**config.mk**
```make
export PLATFORM = sky130hd
export DESIGN_NAME = echo_responder
export DESIGN_NICKNAME = d
export VERILOG_FILES = /design/src/rtl/echo_pkg.sv /design/src/rtl/echo_sync_fifo.sv /design/src/rtl/echo_responder.sv
export SDC_FILE = /design/constraint.sdc
export NUM_CORES = 1
export LEC_CHECK = 0
export CAP_MARGIN = 25
export CORE_ASPECT_RATIO = 1.1
export CORE_MARGIN = 3
export CORE_UTILIZATION = 54
export DETAILED_ROUTE_END_ITERATION = 7
export HOLD_SLACK_MARGIN = 0.05
export MAX_ROUTING_LAYER = met4
export PLACE_DENSITY = 0.82
export SYNTH_ARGS = -nofsm -noshare
export SYNTH_HDL_FRONTEND = slang
export SYNTH_SLANG_ARGS = --single-unit
```
**constraint.sdc**
```tcl
create_clock -name CLK -period 3.45 [get_ports CLK]
set_input_delay 0.69 -clock CLK [delete_from_list [all_inputs] [get_ports CLK]]
set_output_delay 0.69 -clock CLK [all_outputs]
set_load 0.05 [all_outputs]
```
**src/rtl/echo_pkg.sv**
```systemverilog
// Shared types and defaults for the echo responder slice.
// Latency: n/a (types and constants only).
// Backpressure: n/a.
package echo_pkg;

   localparam int ECHO_WIDTH = 32;
   localparam int ECHO_DEPTH = 4;

   // Responder sequencing: pop head, optionally wait, then hold the indication.
   typedef enum logic [1:0] {
      IDLE = 2'd0,
      WAIT = 2'd1,
      SEND = 2'd2
   } echo_state_t;

endpackage

```
**src/rtl/echo_sync_fifo.sv**
```systemverilog
// Synchronous FIFO with show-ahead read data and an occupancy count.
// Latency: a pushed entry is visible on pop_dat the cycle after the push.
// Backpressure: push ignored when full, pop ignored when empty; caller watches full/empty.
module echo_sync_fifo #(
   parameter int WIDTH = 32,
   parameter int DEPTH = 4
) (
   input  logic                     clk,
   input  logic                     rst,
   input  logic                     push,
   input  logic [WIDTH-1:0]         push_dat,
   input  logic                     pop,
   output logic [WIDTH-1:0]         pop_dat,
   output logic                     full,
   output logic                     empty,
   output logic [$clog2(DEPTH):0]   count
);

   localparam int AW = $clog2(DEPTH);
   localparam int CW = AW + 1;

   logic [AW-1:0]    wr_ptr_q, wr_ptr_d;
   logic [AW-1:0]    rd_ptr_q, rd_ptr_d;
   logic [CW-1:0]    count_q, count_d;
   logic [WIDTH-1:0] mem_q [DEPTH];
   logic             push_ok;
   logic             pop_ok;

   assign full    = (count_q == CW'(DEPTH));
   assign empty   = (count_q == '0);
   assign count   = count_q;
   assign push_ok = push & ~full;
   assign pop_ok  = pop & ~empty;
   assign pop_dat = mem_q[rd_ptr_q];

   // Pointer and occupancy update; pointers wrap naturally since DEPTH is a power of 2.
   always_comb begin
      wr_ptr_d = wr_ptr_q;
      rd_ptr_d = rd_ptr_q;
      count_d  = count_q;
      if (push_ok) wr_ptr_d = wr_ptr_q + AW'(1);
      if (pop_ok)  rd_ptr_d = rd_ptr_q + AW'(1);
      case ({push_ok, pop_ok})
         2'b10:   count_d = count_q + CW'(1);
         2'b01:   count_d = count_q - CW'(1);
         default: count_d = count_q;
      endcase
   end

   // Control state registers with synchronous reset.
   always_ff @(posedge clk) begin
      if (rst) begin
         wr_ptr_q <= '0;
         rd_ptr_q <= '0;
         count_q  <= '0;
      end else begin
         wr_ptr_q <= wr_ptr_d;
         rd_ptr_q <= rd_ptr_d;
         count_q  <= count_d;
      end
   end

   // Storage array; contents are don't-care until written, so no reset.
   always_ff @(posedge clk) begin
      if (push_ok) mem_q[wr_ptr_q] <= push_dat;
   end

endmodule

```
**src/rtl/echo_responder.sv**
```systemverilog
// Echo responder: buffers fifo_enq requests and replays each payload on ind_heard.
// Latency: request accepted in cycle t reaches ind_heard__ENA in cycle t+2+DELAY.
// Backpressure: SEND holds while ind_heard__RDY=0; fifo_enq__RDY drops when the FIFO is full.
module echo_responder
   import echo_pkg::*;
#(
   parameter int WIDTH = ECHO_WIDTH,
   parameter int DEPTH = ECHO_DEPTH,
   parameter int DELAY = 0
) (
   input  logic             CLK,
   input  logic             nRST,
   input  logic             fifo_enq__ENA,
   input  logic [WIDTH-1:0] fifo_enq_v,
   output logic             fifo_enq__RDY,
   input  logic             ind_heard__RDY,
   output logic             ind_heard__ENA,
   output logic [WIDTH-1:0] ind_heard_v,
   output logic [31:0]      echo_count,
   output logic             busy,
   output logic             proto_err
);

   localparam logic [7:0] DELAY_CNT = 8'(DELAY);

   echo_state_t           state_q, state_d;
   logic [7:0]            dcnt_q, dcnt_d;
   logic [WIDTH-1:0]      out_q, out_d;
   logic [31:0]           echo_count_q, echo_count_d;
   logic                  proto_err_q, proto_err_d;

   logic                  fifo_push;
   logic                  fifo_pop;
   logic [WIDTH-1:0]      fifo_dat;
   logic                  fifo_full;
   logic                  fifo_empty;
   logic [$clog2(DEPTH):0] fifo_count;

   // Ready is held low during reset so nothing is accepted into a FIFO being cleared.
   assign fifo_enq__RDY  = ~nRST & ~fifo_full;
   assign fifo_push      = fifo_enq__ENA & fifo_enq__RDY;

   assign ind_heard__ENA = (state_q == SEND);
   assign ind_heard_v    = out_q;
   assign echo_count     = echo_count_q;
   assign proto_err      = proto_err_q;
   assign busy           = (fifo_count != '0) || (state_q != IDLE);

   echo_sync_fifo #(
      .WIDTH (WIDTH),
      .DEPTH (DEPTH)
   ) u_fifo (
      .clk      (CLK),
      .rst      (nRST),
      .push     (fifo_push),
      .push_dat (fifo_enq_v),
      .pop      (fifo_pop),
      .pop_dat  (fifo_dat),
      .full     (fifo_full),
      .empty    (fifo_empty),
      .count    (fifo_count)
   );

   // Next-state, pop decision and datapath updates for the echo sequencer.
   always_comb begin
      state_d      = state_q;
      dcnt_d       = dcnt_q;
      out_d        = out_q;
      echo_count_d = echo_count_q;
      fifo_pop     = 1'b0;
      // A request offered while not ready is lost; remember it until reset.
      proto_err_d  = proto_err_q | (fifo_enq__ENA & ~fifo_enq__RDY);

      case (state_q)
         IDLE: begin
            if (!fifo_empty) begin
               fifo_pop = 1'b1;
               out_d    = fifo_dat;
               dcnt_d   = DELAY_CNT;
               state_d  = (DELAY_CNT == 8'd0) ? SEND : WAIT;
            end
         end
         WAIT: begin
            dcnt_d = dcnt_q - 8'd1;
            if (dcnt_q == 8'd1) state_d = SEND;
         end
         SEND: begin
            if (ind_heard__RDY) begin
               echo_count_d = echo_count_q + 32'd1;
               state_d      = IDLE;
            end
         end
         default: state_d = IDLE;
      endcase
   end

   // Sequencer registers; reset discards any in-flight echo.
   always_ff @(posedge CLK) begin
      if (nRST) begin
         state_q      <= IDLE;
         dcnt_q       <= '0;
         out_q        <= '0;
         echo_count_q <= '0;
         proto_err_q  <= 1'b0;
      end else begin
         state_q      <= state_d;
         dcnt_q       <= dcnt_d;
         out_q        <= out_d;
         echo_count_q <= echo_count_d;
         proto_err_q  <= proto_err_d;
      end
   end

endmodule

```
# Word level (Yosys, flattened, before mapping)
# Memories as Yosys holds them, arrays and structs flattened. A register that Yosys moved wholly into a read port is not among the register bits.
# Index checks and enable logic that the tools add are counted.
[word_totals]
reg_bits = 50
mem_bits_rw = 128
in_bits = 36
output_inout_bits = 68
wordCells = 55
n_memories = 1
[mem_list]
columns = ["memory", "depth", "word_bits", "read_ports", "rd_ports_with_merged_regs", "wr", "line", "text"]
rows = [
  ["u_fifo.mem_q", 4, 32, 1, 1, 1, "echo_sync_fifo.sv:25", "logic [WIDTH-1:0] mem_q [DEPTH];"],
]
[classes]
addsub = 6
eq_ne = 9
muxes = 11
bitwise = 10
reduce_logical = 11
[ops]
columns = ["op", "count"]
rows = [
  ["adder 32 x 1 -> 32 bit (second input constant)", 1],
  ["case mux 8 bit (2 select lines)", 1],
  ["== test 8 x 1 -> 1 bit (second input constant)", 1],
  ["2-to-1 mux 8 bit", 1],
  ["subtractor 8 x 1 -> 8 bit (second input constant)", 1],
  ["2-to-1 mux 2 bit", 3],
  ["inequality test 2 bit (second input constant)", 3],
  ["case mux 2 bit (3 select lines)", 1],
  ["case mux 3 bit (2 select lines)", 1],
  ["AND reduction 2 bit", 3],
  ["nonzero test 2 bit", 3],
  ["bitwise AND 1 bit", 5],
  ["adder 2 x 1 -> 2 bit (second input constant)", 2],
  ["== test 2 x 1 -> 1 bit (second input constant)", 2],
  ["== test 2 bit (second input constant)", 2],
  ["2-to-1 mux 1 bit", 4],
  ["inverter 1 bit", 4],
  ["adder 3 x 1 -> 3 bit (second input constant)", 1],
  ["== test 3 bit (second input constant)", 1],
  ["logical NOT 3 bit", 1],
  ["AND reduction 3 bit", 1],
  ["nonzero test 3 bit", 1],
  ["subtractor 3 x 1 -> 3 bit (second input constant)", 1],
  ["logical NOT 2 bit", 1],
  ["2 further kinds", 2],
]

# Logic depth before layout (Yosys ltp)
[logic_depth]
depth_word = 7
depth_mapped = 11
mapped_depth_nobuf = 9

# Modules after synthesis
# Synthesis repeated with hierarchy kept, for this count alone.
[hier_totals]
hier_cells = 558
area_unflattened_um2 = 7920.1
[modules_own_cells]
columns = ["module", "instances", "cells_per_inst", "area_per_inst_um2", "seq_area_each_um2"]
rows = [
  ["echo_sync_fifo", 1, 221, 5143.7, 4023.9],
  ["echo_responder", 1, 337, 2776.4, 1321.3],
]

# Worst setup path before layout
# No wires, ideal clock.
[synth_timing]
path_kind = "register -> register"
start = "register state_q[1]"
end = "register u_fifo.count_q[2], in the netlist u_fifo.count[2]"
setup_ns = 0.070
t_arrival_ns = 2.595
slack_ns = 0.785
path_stages_with_launch = 11
path_buffers = 2
synth_period_minus_slack_ns = 2.665
path_cell_list = "dfxtp_1 or2_2 clkbuf_1 clkinv_1 clkbuf_1 ha_1 inv_1 fa_1 xor2_1 or3_1 a21oi_1"
[synth_between]
elab_chain_cells = 5
[synth_rtl]
columns = ["item", "line", "text"]
rows = [
  ["from (decl)", "echo_responder.sv:26", "echo_state_t state_q, state_d;"],
  ["from (signal assigned)", "echo_responder.sv:106", "state_q <= state_d;"],
  ["logical NOT 2 bit *", "echo_responder.sv:74", "case (state_q)"],
  ["2-to-1 mux 1 bit *", "echo_responder.sv:74", ""],
  ["via fifo_pop", "echo_responder.sv:33", "logic fifo_pop;"],
  ["bitwise AND 1 bit *", "echo_sync_fifo.sv:33", "assign pop_ok = pop & ~empty;"],
  ["== test 2 x 1 -> 1 bit / == test 2 bit (equally long branches)", "echo_sync_fifo.sv:43", "case ({push_ok, pop_ok})"],
  ["case mux 3 bit (2 select lines) / nonzero test 2 bit (equally long branches)", "-", ""],
  ["to (signal assigned)", "echo_sync_fifo.sv:59", "count_q <= count_d;"],
  ["to (decl)", "echo_sync_fifo.sv:24", "logic [CW-1:0] count_q, count_d;"],
]
# The timed path passes the listed nets; every way through them passes the cells marked *.
# A chain may end at the register's enable or synchronous reset.

# Final worst setup path
[layout_timing]
start = "register u_fifo.count_q[2], in the netlist u_fifo.count[2]"
end = "output port busy"
[layout_between]
elab_chain_cells = 2
[layout_rtl]
columns = ["item", "line", "text"]
rows = [
  ["nonzero test 3 bit", "echo_responder.sv:47", "assign busy = (fifo_count != '0) || (state_q != IDLE);"],
  ["logical OR 1 bit", "echo_responder.sv:47", ""],
  ["to (decl)", "echo_responder.sv:20", "output logic busy,"],
]
# Every way passes these cells.

==> implementation parameters <==
Parameter                              Value

Critical path
  Data required time at the worst endpoint ... 2.76 ns
  Critical-path cell list ... nor3_1, nand2b_1, clkdlybuf4s50_1
  Crit path launch type ... register
  Type of destination of the critical path ... output port
  Max stage delay cell, worst path ... sky130_fd_sc_hd__clkdlybuf4s50_1
  Largest fanout on the critical path ... 6
  CP max stage delay ... 0.72 ns
  WP data arrival ... 2.09 ns
  Critical path start-end classification ... register to output port

STA
  RSZ-0062 raised after global routing ... false
  Slew Limit Fails ... 0
  Highest clock frequency the design can meet ... 360 MHz
  Final period util ... 80.6%
  Relative slew margins ... 40.7%
  Min cycle time layout ... 2.78 ns
  Measured slew at the worst slew-check pin ... 0.890 ns
  Clk_skew ... 0.0120 ns
  Total negative slack for setup checks ... 0 ns
  Total of endpoints with negative setup slack in the final report ... 0
  Number of endpoints with negative hold slack in the final report ... 0

Clock tree
  Clock-pin slew on the worst setup and hold paths ... 0.06 ns
  Number of buffers added by the clock tree synthesis step ... 20
  CTS H-Tree Depth ... 1
  Gates resized, CTS repair ... 0
  Library cell used as clock root buffer ... sky130_fd_sc_hd__clkbuf_16
  Post-CTS Setup Bufs ... 0
  Clock tree from TritonCTS ... yes
  Clock Tree Buf Depth ... 3
  Worst-Skew Late Latency ... 0.48 ns
  Number of clock sinks ... 201
  Hold buffer count at cts ... 0

Placement
  Input/output buffers ... 103
  HPWL after DPL ... 9870 µm
  Final weighted congestion in routability-driven placement ... 0.856

Cells and area
  Ratio of cells with drive above 1 in the final layout ... 13.7%
  Most frequent standard cell in the layout excluding fill and tap cells ... sky130_fd_sc_hd__edfxtp_1
  Count of inserted antenna diode cells ... 0
  P&R area growth vs syn ... 25.6%
  Commonest cells after routing, fill and taps aside ... 128 x sky130_fd_sc_hd__edfxtp_1, 102 x sky130_fd_sc_hd__clkdlybuf4s50_1, 75 x sky130_fd_sc_hd__nand2_1, 71 x sky130_fd_sc_hd__dfxtp_1, 56 x sky130_fd_sc_hd__a21oi_1
  Net count reported at finish ... 686

Synth
  Register bit count reported by yosys ... 201
  Synthesized net count ... 577
  Area of the mapped netlist ... 0.00763 mm²
  Syn_area_per_cell ... 14.3 µm²
  Distinct cells, synth ... 35
  Share of the yosys chip area belonging to registers ... 69.5%
  Synthesis Warnings ... 0
  Gate count of the mapped netlist ... 534
  Proportion of register bits with asynchronous set or reset after synthesis ... 0%
  Leading register cell type out of synthesis ... sky130_fd_sc_hd__edfxtp_1
  Count of flip-flops with a built-in enable after synthesis ... 128

Power
  Switching share of total power ... 32.0%
  Share of power burned in registers ... 42.1%
  Internal power component ... 4.84 mW
  Tot Pwr ... 7.13 mW
  Reported leakage power ... 3.13 nW
  Power density relative to cell area ... 744 mW/mm²
  IR drop worst, VDD ... 0.000591 V
  Clock group share of total power ... 30.1%
  Switching Power ... 2.28 mW
  Comb pwr share ... 27.8%

Routing
  Avg WL per Cell ... 18.5 µm
  Via-to-Cell Ratio ... 5.66
  Number of detailed-routing iterations run before antenna repair ... 4
  Remaining design rule violation count ... 0
  Via Count ... 4764
  Total routed wirelength ... 15500 µm
  Final antenna-violating net count ... 0
  Starting DRC count in detailed routing ... 496

Status
  Run status ... finished clean

Global route
  GRT overflow ... 0
  GR Util All Layers ... 20.5%
  Number of antenna violations at the first check in global routing ... 0
  Pin count of the biggest net entering global routing ... 48
  Via count of the first global-routing pass ... 4830
  Wire length of the first global-routing pass ... 24800 µm

Floorplan
  Area of the core ... 0.0135 mm²
  Cell Rows ... 44
  Chip Width ... 119 µm
  Die Ht ... 131 µm
  Die area ... 0.0156 mm²
  Boundary Pins ... 104
  Starting density of the core ... 56.6%

Worst hold path
  Hold WC Path Type ... register to register

Flow run
  Number of max-cap violations ... 0
==> final timing paths <==
kind / cells past startpoint / startpoint / endpoint / slack [ns]
min: 2 / ind_heard_v[10]$_SDFFE_PP0P_ / ind_heard_v[10]$_SDFFE_PP0P_ / 0.45
min reg2reg: 2 / ind_heard_v[10]$_SDFFE_PP0P_ / ind_heard_v[10]$_SDFFE_PP0P_ / 0.45
max: 3 / u_fifo.count[2]$_SDFFE_PP0P_ / busy / 0.67
max reg2reg: 10 / u_fifo.count[0]$_SDFFE_PP0P_ / u_fifo.count[2]$_SDFFE_PP0P_ / 1.14
==> power by group through the flow <==
stage / Combinational, mW / Clock (mW) / Sequential, mW
6_report: 1.98 / 2.15 / 3.00
3_5_place_dp: 1.99 / 0 / 3.05
4_1_cts: 2.00 / 2.18 / 3.01
5_1_grt: 2.12 / 2.28 / 3.03
3_3_place_gp: 1.94 / 0 / 3.04
2_1_floorplan: 0.960 / 0 / 3.42
==> metrics by stage <==
step | hold slack (ns) | cells | util, % | setup WS, ns | area [µm²]
6_report | 0.454 | 841 | 71.1 | 0.669 | 9590
3_3_place_gp | 0.443 | 805 | 66.1 | 0.738 | 8920
5_1_grt | 0.482 | 841 | 71.1 | 0.611 | 9590
3_5_place_dp | 0.448 | 805 | 66.1 | 0.612 | 8920
2_1_floorplan | 0.498 | 534 | - | 0.785 | 7630
4_1_cts | 0.457 | 841 | 71.1 | 0.644 | 9590
==> per-layer routing <==
| layer | track usage [%] | wire length, µm | vias up |
|---|---|---|---|
| met2 | 36.6 | 8100 | 145 |
| met1 | 24.6 | 6200 | 2370 |
| met4 | 4.58 | 264 | 0 |
| met3 | 3.66 | 958 | 29 |
| li1 | - | - | 2220 |
| met5 | - | 0 | - |
==> registers in the layout, indices dropped and copies added (netlist names) <==
register and count:
echo_count 32, state_q 1, u_fifo.mem_q 128, proto_err 1, u_fifo.count 3, u_fifo.rd_ptr_q 2
ind_heard_v 32, u_fifo.wr_ptr_q 2
==> synthesized netlist by cell type (all sizes together), types with 12 or more instances <==
cell type    n  area (µm²)
clkbuf      25        93.8
mux4        32         721
nand2       75         282
inv         12        45.0
dfxtp       73        1460
or4         12        93.8
a21oi       56         280
edfxtp     128        3840
o31ai       12        90.1
nor2        19        71.3
==> worst max-delay path: cells and delay by family (launching register included) <==
family	cells	cell delay, ns
buffers and inverters	1	0.72
AND/OR/NAND/NOR	2	0.51
flip-flops	1	0.38
==> kinds of logic after synthesis <==
group / Yosys count / share of synthesized area, %
compound gates: 80 / 5.74
xor+xnor: 16 / 1.84
fa+ha+maj: 7 / 1.25
buf+inv: 42 / 2.21
flops: 201 / 69.5
mux: 32 / 9.45
simple gates: 156 / 9.99
==> cell type report <==
cell class / count / area [µm²]
timing repair buffer: 116 / 1170
fill: 912 / 3900
clock buffer: 27 / 598
multi-input combinational: 291 / 2160
inverter: 13 / 48.8
sequential: 201 / 5310
clock inverter: 9 / 67.6
tap: 184 / 230
(Power assumes the default switching activity.)
